## src/rtl/riscv_pkg.sv

```systemverilog
// Shared constants and enums for the RV64 writeback stage.
package riscv_pkg;

  localparam int unsigned XLEN   = 64;
  localparam int unsigned REG_AW = 5;

  typedef enum logic [2:0] {
    LB  = 3'b000,
    LH  = 3'b001,
    LW  = 3'b010,
    LD  = 3'b011,
    LBU = 3'b100,
    LHU = 3'b101,
    LWU = 3'b110
  } load_funct3_e;

  typedef enum logic {
    IDLE      = 1'b0,
    WAIT_LOAD = 1'b1
  } wb_state_e;

endpackage

```

## src/rtl/load_align.sv

```systemverilog
// Combinational load data alignment and sign/zero extension.
module load_align
  import riscv_pkg::*;
(
  input  logic [2:0]      i_funct3,
  input  logic [2:0]      i_byte_off,
  input  logic [XLEN-1:0] i_data,
  output logic [XLEN-1:0] o_result_c,
  output logic            o_illegal_c
);

  logic [5:0]      w_shamt;
  logic [XLEN-1:0] w_shifted;

  // Low offset bits below the access size are dropped, not checked.
  always_comb begin
    w_shamt = 6'd0;
    case (i_funct3)
      LB, LBU: w_shamt = {i_byte_off, 3'b000};
      LH, LHU: w_shamt = {i_byte_off[2:1], 4'b0000};
      LW, LWU: w_shamt = {i_byte_off[2], 5'b00000};
      default: w_shamt = 6'd0;
    endcase
  end

  assign w_shifted = i_data >> w_shamt;

  always_comb begin
    o_result_c  = '0;
    o_illegal_c = 1'b0;
    case (i_funct3)
      LB:  o_result_c = {{(XLEN-8){w_shifted[7]}},   w_shifted[7:0]};
      LH:  o_result_c = {{(XLEN-16){w_shifted[15]}}, w_shifted[15:0]};
      LW:  o_result_c = {{(XLEN-32){w_shifted[31]}}, w_shifted[31:0]};
      LD:  o_result_c = w_shifted;
      LBU: o_result_c = {{(XLEN-8){1'b0}},  w_shifted[7:0]};
      LHU: o_result_c = {{(XLEN-16){1'b0}}, w_shifted[15:0]};
      LWU: o_result_c = {{(XLEN-32){1'b0}}, w_shifted[31:0]};
      default: o_illegal_c = 1'b1;
    endcase
  end

endmodule

```

## src/rtl/wb_stage.sv

```systemverilog
// Writeback stage: owns the register-file write port, waits on load
// responses, and keeps the retired-instruction counter.
module wb_stage #(
  parameter int unsigned XLEN = riscv_pkg::XLEN
) (
  input  logic            clk,
  input  logic            rst_sync_n,
  input  logic            mem_valid_i,
  output logic            mem_ready_o,
  input  logic [4:0]      mem_rd_addr_i,
  input  logic            mem_rd_wr_i,
  input  logic            mem_is_load_i,
  input  logic [2:0]      mem_funct3_i,
  input  logic [2:0]      mem_byte_off_i,
  input  logic [XLEN-1:0] mem_result_i,
  input  logic            ld_rsp_valid_i,
  input  logic [XLEN-1:0] ld_rsp_data_i,
  output logic            wr_en_o,
  output logic [4:0]      rd_addr_o,
  output logic [XLEN-1:0] rd_data_o,
  output logic [63:0]     instret_o,
  output logic            rsp_err_o
);

  import riscv_pkg::*;

  wb_state_e       r_state;
  wb_state_e       w_state_nxt;

  logic [4:0]      r_rd_addr;
  logic            r_rd_wr;
  logic [2:0]      r_funct3;
  logic [2:0]      r_byte_off;

  logic            w_hs;
  logic            w_retire;
  logic            w_wr_en;
  logic [4:0]      w_addr;
  logic [XLEN-1:0] w_data;
  logic            w_err_set;

  logic [XLEN-1:0] w_align_data;
  logic            w_align_illegal;

  assign mem_ready_o = (r_state == IDLE) && rst_sync_n;
  assign w_hs        = mem_valid_i && mem_ready_o;

  load_align u_load_align (
    .i_funct3    (r_funct3),
    .i_byte_off  (r_byte_off),
    .i_data      (ld_rsp_data_i),
    .o_result_c  (w_align_data),
    .o_illegal_c (w_align_illegal)
  );

  // Next state and the values to register as this cycle's retirement.
  always_comb begin
    w_state_nxt = r_state;
    w_retire    = 1'b0;
    w_wr_en     = 1'b0;
    w_addr      = rd_addr_o;
    w_data      = rd_data_o;
    w_err_set   = 1'b0;
    case (r_state)
      IDLE: begin
        // A response here is stray, including one coincident with a handshake.
        if (ld_rsp_valid_i) w_err_set = 1'b1;
        if (w_hs) begin
          if (mem_is_load_i) begin
            w_state_nxt = WAIT_LOAD;
          end else begin
            w_retire = 1'b1;
            w_wr_en  = mem_rd_wr_i && (mem_rd_addr_i != 5'd0);
            w_addr   = mem_rd_addr_i;
            w_data   = mem_result_i;
          end
        end
      end
      WAIT_LOAD: begin
        if (ld_rsp_valid_i) begin
          w_state_nxt = IDLE;
          w_retire    = 1'b1;
          w_wr_en     = r_rd_wr && (r_rd_addr != 5'd0);
          w_addr      = r_rd_addr;
          w_data      = w_align_data;
          w_err_set   = w_align_illegal;
        end
      end
      default: w_state_nxt = IDLE;
    endcase
  end

  always_ff @(posedge clk) begin
    if (!rst_sync_n) begin
      r_state <= IDLE;
    end else begin
      r_state <= w_state_nxt;
    end
  end

  // Latched request fields for a pending load.
  always_ff @(posedge clk) begin
    if (!rst_sync_n) begin
      r_rd_addr  <= 5'd0;
      r_rd_wr    <= 1'b0;
      r_funct3   <= 3'd0;
      r_byte_off <= 3'd0;
    end else if (w_hs) begin
      r_rd_addr  <= mem_rd_addr_i;
      r_rd_wr    <= mem_rd_wr_i;
      r_funct3   <= mem_funct3_i;
      r_byte_off <= mem_byte_off_i;
    end
  end

  // Write-port registers double as the decode bypass source.
  always_ff @(posedge clk) begin
    if (!rst_sync_n) begin
      wr_en_o   <= 1'b0;
      rd_addr_o <= 5'd0;
      rd_data_o <= '0;
      instret_o <= 64'd0;
      rsp_err_o <= 1'b0;
    end else begin
      wr_en_o <= w_wr_en;
      if (w_retire) begin
        rd_addr_o <= w_addr;
        rd_data_o <= w_data;
        instret_o <= instret_o + 64'd1;
      end
      if (w_err_set) rsp_err_o <= 1'b1;
    end
  end

endmodule

```

## config.mk

```make
export PLATFORM = sky130hd
export DESIGN_NAME = wb_stage
export DESIGN_NICKNAME = d
export VERILOG_FILES = /design/src/rtl/riscv_pkg.sv /design/src/rtl/load_align.sv /design/src/rtl/wb_stage.sv
export SDC_FILE = /design/constraint.sdc
export NUM_CORES = 1
export LEC_CHECK = 0
export ABC_CLOCK_PERIOD_IN_PS = 2750
export CORE_MARGIN = 3
export CORE_UTILIZATION = 30
export DETAILED_ROUTE_END_ITERATION = 8
export PLACE_DENSITY = 0.56
export SYNTH_ARGS = -nofsm -noshare
export SYNTH_HDL_FRONTEND = slang
export SYNTH_SLANG_ARGS = --single-unit
```

## constraint.sdc

```tcl
create_clock -name clk -period 2.75 [get_ports clk]
set_input_delay 0.4125 -clock clk [delete_from_list [all_inputs] [get_ports clk]]
set_output_delay 0.4125 -clock clk [all_outputs]
set_load 0.01 [all_outputs]
```

# --- Word-level counts from Yosys, hierarchy flattened ---
# Cells that the tools add are included.
classes:
  n_div: 0
  magnitude_cmp: 0
  n_eq_ne: 9
  addsub: 1
  n_reduce_logical: 12
  bitwise_logic: 1
  n_mux: 25
  mul: 0
  shift: 1
op_table:
  columns: ["cell", "count"]
  rows:
  - ["$pmux W64 S7", 1]
  - ["$mux W64", 3]
  - ["$pmux W64 S2", 1]
  - ["$add A64 B1 Y64 const B", 1]
  - ["$shr A64 B6 Y64", 1]
  - ["$pmux W6 S3", 1]
  - ["$mux W5", 3]
  - ["$mux W1", 11]
  - ["$pmux W5 S2", 1]
  - ["$reduce_bool A5 Y1", 2]
  - ["$eq A3 B3 Y1 const B", 3]
  - ["$pmux W1 S2", 4]
  - ["$reduce_or A7 Y1", 1]
  - ["$eq A3 B2 Y1 const B", 2]
  - ["$ne A2 B2 Y1 const B", 3]
  - ["$reduce_or A2 Y1", 3]
  - ["$logic_and A1 B1 Y1", 4]
  - ["$reduce_and A4 Y1", 1]
  - ["$eq A3 B1 Y1 const B", 1]
  - ["$logic_not A3 Y1", 1]
  - ["$not A1 Y1", 1]
word_totals:
  out_inout_bits: 136
  reg_bits: 148
  mem_count: 0
  latch_bits: 0
  rom_bits: 0
  wordCells: 59
  mem_bits_rw: 0

# --- Longest topological paths before layout ---
# Gate-level depths: netlist (run 1).
depth:
  ltp_word: 7
  depth_mapped: 10
  ltp_nobuf: 7

# --- Cells and area by module ---
# Synthesis (run 1) repeated with hierarchy kept, for this count alone.
hier_totals:
  hier_cells: 1089
  area_unflattened_um2: 8783.4
by_module_without_submodules:
  columns: ["mod", "area_each_um2", "seq_area_each_um2", "cells_each", "n_inst"]
  rows:
  - ["wb_stage", 6688.9, 2962.8, 755, 1]
  - ["load_align", 2094.5, 0.0, 334, 1]

# --- Worst setup path after synthesis (run 1) ---
# OpenSTA, ideal clock, no wires.
synth_timing:
  path_kind: "in2reg"
  start: "in mem_is_load_i"
  end: "reg instret_o[53]"
  setup_slack_ps: 656
  required_time_ps: 2622
  setup_ps: 128
  arrival_ps: 1967
  path_stages: 8
  cell_sequence: "nand4bb_1 > and2_1 > buf_2 > nor4_4 > buf_2 > nand4_1 > xor2_1 > nor2_1"
synth_between:
  elab_chain_len: 3
synth_rtl:
  columns: ["element", "line_no", "rtl"]
  rows:
  - ["start: declaration", "wb_stage.sv:12", "input logic mem_is_load_i,"]
  - ["$mux W1", "wb_stage.sv:69", "if (mem_is_load_i) begin"]
  - ["$mux W1", "wb_stage.sv:68", "if (w_hs) begin"]
  - ["$pmux W1 S2", "wb_stage.sv:64", "case (r_state)"]
  - ["end signal: assignment", "wb_stage.sv:129", "instret_o <= instret_o + 64'd1;"]
  - ["end: declaration", "wb_stage.sv:21", "output logic [63:0] instret_o,"]
# Every way passes these cells.
# A chain may end at the register's enable or synchronous reset.

# --- Worst setup path in the final report (run 1) ---
layout_timing:
  start: "reg r_funct3[1]"
  end: "reg rd_data_o[36]"
layout_between:
  elab_chain_len: 7
  word_cells_on_any_way: 15
  cone_classes: "eq/ne: 6; shift: 1; mux: 4; reduce/logical: 4"
layout_rtl:
  columns: ["element", "line_no", "rtl"]
  rows:
  - ["start: declaration", "wb_stage.sv:32", "logic [2:0] r_funct3;"]
  - ["start signal: assignment", "wb_stage.sv:111", "r_funct3 <= mem_funct3_i;"]
  - ["$eq A3 B2 Y1, or another cell as far along", "load_align.sv:18, load_align.sv:31", null]
  - ["$reduce_or A2 Y1", "load_align.sv:18", "case (i_funct3)"]
  - ["$pmux W6 S3", "load_align.sv:18", null]
  - ["$shr A64 B6 Y64", "load_align.sv:26", "assign w_shifted = i_data >> w_shamt;"]
  - ["$pmux W64 S7 *", "load_align.sv:31", "case (i_funct3)"]
  - ["$mux W64 *", "wb_stage.sv:80", "if (ld_rsp_valid_i) begin"]
  - ["$pmux W64 S2 *", "wb_stage.sv:64", null]
  - ["end signal: assignment", "wb_stage.sv:128", "rd_data_o <= w_data;"]
  - ["end: declaration", "wb_stage.sv:20", "output logic [XLEN-1:0] rd_data_o,"]
# Every way passes the cells marked *; elsewhere a longest branch is shown, timed or not. The select of a mux whose other input is x is not followed.

==> results of run 1 <==
==> critical path, stage by stage (launching register included) <==
cell and delay (ns):
sky130_fd_sc_hd__dfxtp_1 0.44, sky130_fd_sc_hd__inv_1 0.40, sky130_fd_sc_hd__nand2_1 0.28, sky130_fd_sc_hd__buf_4 0.26, sky130_fd_sc_hd__a2111oi_0 0.76, sky130_fd_sc_hd__o31ai_1 0.15
sky130_fd_sc_hd__a21oi_1 0.18
==> cell type report <==
type,instances,share of cell area
multi-input combinational,798,0.402
tap,372,0.0377
sequential,148,0.240
timing repair buffer,340,0.267
clock inverter,15,0.0172
inverter,7,0.00213
clock buffer,17,0.0344
==> report_power, final <==
part / total, mW / switching, mW / internal (mW)
Combinational: 1.27 / 0.667 / 0.607
Sequential: 2.30 / 0.0667 / 2.24
Clock: 2.58 / 1.10 / 1.47
Total: 6.15 / 1.84 / 4.32
==> through the flow <==
step,total power [mW],setup WS (ns)
2_1_floorplan,2.94,0.656
3_3_place_gp,3.60,0.175
3_5_place_dp,3.61,0.142
4_1_cts,6.18,0.306
5_1_grt,6.38,0.0205
6_report,6.15,0.207
==> cells in the mapped netlist (16+ instances only) <==
master,number
sky130_fd_sc_hd__xor2_1,46
sky130_fd_sc_hd__clkbuf_1,61
sky130_fd_sc_hd__dfxtp_1,148
sky130_fd_sc_hd__o21ai_0,54
sky130_fd_sc_hd__nand2_1,152
sky130_fd_sc_hd__nand3_1,42
sky130_fd_sc_hd__o221ai_1,17
sky130_fd_sc_hd__buf_2,17
sky130_fd_sc_hd__and3_1,20
sky130_fd_sc_hd__a21o_1,16
sky130_fd_sc_hd__a21oi_1,88
sky130_fd_sc_hd__nand4_1,26
sky130_fd_sc_hd__a31oi_1,23
sky130_fd_sc_hd__a22oi_1,34
sky130_fd_sc_hd__a2111oi_0,16
sky130_fd_sc_hd__nor2_1,99
==> placed cells by master (no fill, tap or decap), types with 26 or more instances in the layout <==
| master | netlist | routed |
|---|---|---|
| sky130_fd_sc_hd__o21ai_0 | 54 | 54 |
| sky130_fd_sc_hd__nand4_1 | 26 | 26 |
| sky130_fd_sc_hd__xor2_1 | 46 | 46 |
| sky130_fd_sc_hd__a21oi_1 | 88 | 88 |
| sky130_fd_sc_hd__dfxtp_1 | 148 | 148 |
| sky130_fd_sc_hd__nand3_1 | 42 | 42 |
| sky130_fd_sc_hd__clkdlybuf4s50_1 | 0 | 279 |
| sky130_fd_sc_hd__a22oi_1 | 34 | 34 |
| sky130_fd_sc_hd__nand2_1 | 152 | 151 |
| sky130_fd_sc_hd__buf_4 | 2 | 56 |
| sky130_fd_sc_hd__nor2_1 | 99 | 99 |
==> registers in the layout, summed over array words and instances (netlist names), 3 cells and up <==
name	flops
r_rd_addr	5
instret_o	64
r_funct3	3
r_byte_off	3
rd_addr_o	5
rd_data_o	64
==> cells by family (layout without fill, tap and decap cells) <==
group / after synthesis / after routing
adders and majority gates: 1 / 1
and+or+nand+nor: 398 / 398
muxes: 29 / 29
DFF: 148 / 148
xor gates and xnor gates: 57 / 57
buffers and inverters: 94 / 379
AOI/OAI and AO/OA: 313 / 313
==> routing by layer <==
| layer | GRT usage | share of wire | up-vias |
|---|---|---|---|
| li1 | - | - | 4379 |
| met1 | 0.295 | 0.43 | 4390 |
| met2 | 0.358 | 0.47 | 367 |
| met3 | 0.0512 | 0.074 | 43 |
| met4 | 0.0691 | 0.025 | 2 |
| met5 | 0 | 0.00038 | - |
==> how the worst max path moves through the flow <==
stage                         end  slack (ns)  depth (start not counted)
finish              rd_data_o[36]        0.21                          6
global route        rd_data_o[36]        0.02                          6
CTS                 rd_data_o[36]        0.31                          8
detailed placement  instret_o[51]        0.14                          8
global placement    rd_data_o[46]        0.17                          8
floorplan           instret_o[53]        0.66                          8
==> results_dict.tcl, run 1 <==
set metrics [dict create \
    status "complete, no violations" \
    post_synth_and_or_nand_nor_area_fraction 0.230 \
    total_of_flip_flops_plus_latches_after_synthesis 148 \
    report.final.setup_viol 0 \
    setup.worst_path.class "register to register" \
    layout_min_cycle_time_ns 2.54 \
    max_cap_violations 0 \
    cts-root-buf "sky130_fd_sc_hd__clkbuf_16" \
    multiInputGateArea_um2 4960 \
    cts_made_buffers 17 \
    synth_fa_ha_area_frac 0.00151 \
    distinct_cells_synth 58 \
    grt_remaining_overflow 0 \
    place.detailed.instances 1665 \
    grt_max_degree 55 \
    initialDrtViolationCount 839 \
    detailed_place.area_um2 11700 \
    finish.net_count 1458 \
    std_cell_rows 60 \
    timing.clock.skew_ns 0.0135 \
    synth-edff-count 0 \
    post_synth_mux_area_share 0.0561 \
    launching_element_type_of_the_critical_path "register" \
    drc_errors 0 \
    area_taken_by_flip_flops_and_latches_um2 2960 \
    post_drt_wl_per_cell_um 20.0 \
    cts.sinks 148 \
    post_detailed_route_via_to_cell_ratio 5.41 \
    worst_r2r_endpoint "rd_data_o[36]" \
    min_delay_worst_endpoint "r_funct3[1]" \
    die_w_um 172 \
    drive_above_1_share 0.0906 \
    core_um2 27100 \
    tritoncts "done" \
    ff2ff_path_depth 6 \
    slew-limit-headroom 0.420 \
    grt_antenna_before_repair 1 \
    synthToLayoutAreaGrowth_pct 48.9 \
    synth-seq-area-share 0.357 \
    nFillCells 2675 \
    synth_largest_area_cell "sky130_fd_sc_hd__dfxtp_1" \
    holdCritStartpoint "rst_sync_n" \
    timing.hold.worst.class "input pin to register" \
    worst_slew_pin_slew_ns 0.848 \
    final-max-slew-violation-count 0 \
    finalHoldViolCount 0 \
    synth_nets 1186 \
    yosys.area_share.xor_xnor 0.0602 \
    period_share 0.925 \
    initial_core_util 0.306 \
    synth_warnings 0 \
    dpl.hpwl_um 25500 \
    timing.hold.ws_ns 0.394 \
    syn_area_per_cell_um2 7.98 \
    layout.core_utilization 0.456 \
    yosys_most_used_dff "sky130_fd_sc_hd__dfxtp_1" \
    design.die.area_um2 29700 \
    timing.critical_path.arrival_ns 2.91 \
    final_cell_count_no_fill 1697 \
    grt_first_pass_wirelength_um 51300 \
    synth_compound_area_frac 0.248 \
    io_buffers 280 \
    route.antenna.remaining_nets 0 \
    path_clk_slew_ns 0.07 \
    total_leakage_power_nw 4.54 \
    max_freq_mhz 393 \
    synth_cells 1040 \
    cellPowerDensity_nw_per_um2 498 \
    pin_count 281 \
    diodes 0 \
    tns_ns 0 \
    post_synth_instance_area_um2 8300 \
    synth_top_area_frac 0.357 \
    timing.critical_path.to_type "register" \
    track_usage 0.222 \
    setup.reg_to_reg.worst_slack_ns 0.21 \
    synth_top_family_by_area "compound AO/OA/AOI/OAI gates" \
    vdd_drop_max_uv 351 \
    drt-total-wl_um 33900 \
    reg2reg_from "r_funct3[1]" \
    worst_setup_path_startpoint "r_funct3[1]" \
    worstPathRequired_ns 3.11 \
    cts.repair.resized 0 \
    finish.instance_area_um2 12400 \
    cts-htree-levels 4 \
    post-cts-setup-buffer-count 0 \
    clk-insertion-delay-late_ns 0.43 \
    cp_max_fo 14 \
    ctsHoldBuffers 0 \
    drt_first_pass_iters 5 \
    clockBufferDepth 2 \
    timing.hold.worst_path_depth 3 \
    die-height_um 172 \
    grt_setup_unrepaired "no" \
    async_reset_ff_frac 0 \
    post_synth_main_area_contributors "sky130_fd_sc_hd__dfxtp_1 36%, sky130_fd_sc_hd__nand2_1 6.9%, sky130_fd_sc_hd__a21oi_1 5.3%, sky130_fd_sc_hd__xor2_1 4.9%, sky130_fd_sc_hd__nor2_1 4.5%" \
    first_global_vias 8794 \
    vias 9181 \
    gpl.final_weighted_congestion 0.919 \
]
Note: power is estimated with default switching activity, not from simulation.
==> run 2, diff against run 1 <==
--- a/config.mk
+++ b/config.mk
@@ -8,8 +8,10 @@
 export ABC_CLOCK_PERIOD_IN_PS = 2750
 export CORE_MARGIN = 3
 export CORE_UTILIZATION = 30
+export CTS_CLUSTER_SIZE = 10
 export DETAILED_ROUTE_END_ITERATION = 8
 export PLACE_DENSITY = 0.56
+export SKIP_LAST_GASP = 1
 export SYNTH_ARGS = -nofsm -noshare
 export SYNTH_HDL_FRONTEND = slang
 export SYNTH_SLANG_ARGS = --single-unit
==> results of run 2 <==
Same layout as run 1: the final DEF is identical, and so are final timing and power.
==> run 3, diff against run 2 <==
--- a/config.mk
+++ b/config.mk
@@ -5,7 +5,6 @@
 export SDC_FILE = /design/constraint.sdc
 export NUM_CORES = 1
 export LEC_CHECK = 0
-export ABC_CLOCK_PERIOD_IN_PS = 2750
 export CORE_MARGIN = 3
 export CORE_UTILIZATION = 30
 export CTS_CLUSTER_SIZE = 10
==> results of run 3 <==
Same layout as run 1: the final DEF is identical, and so are final timing and power.
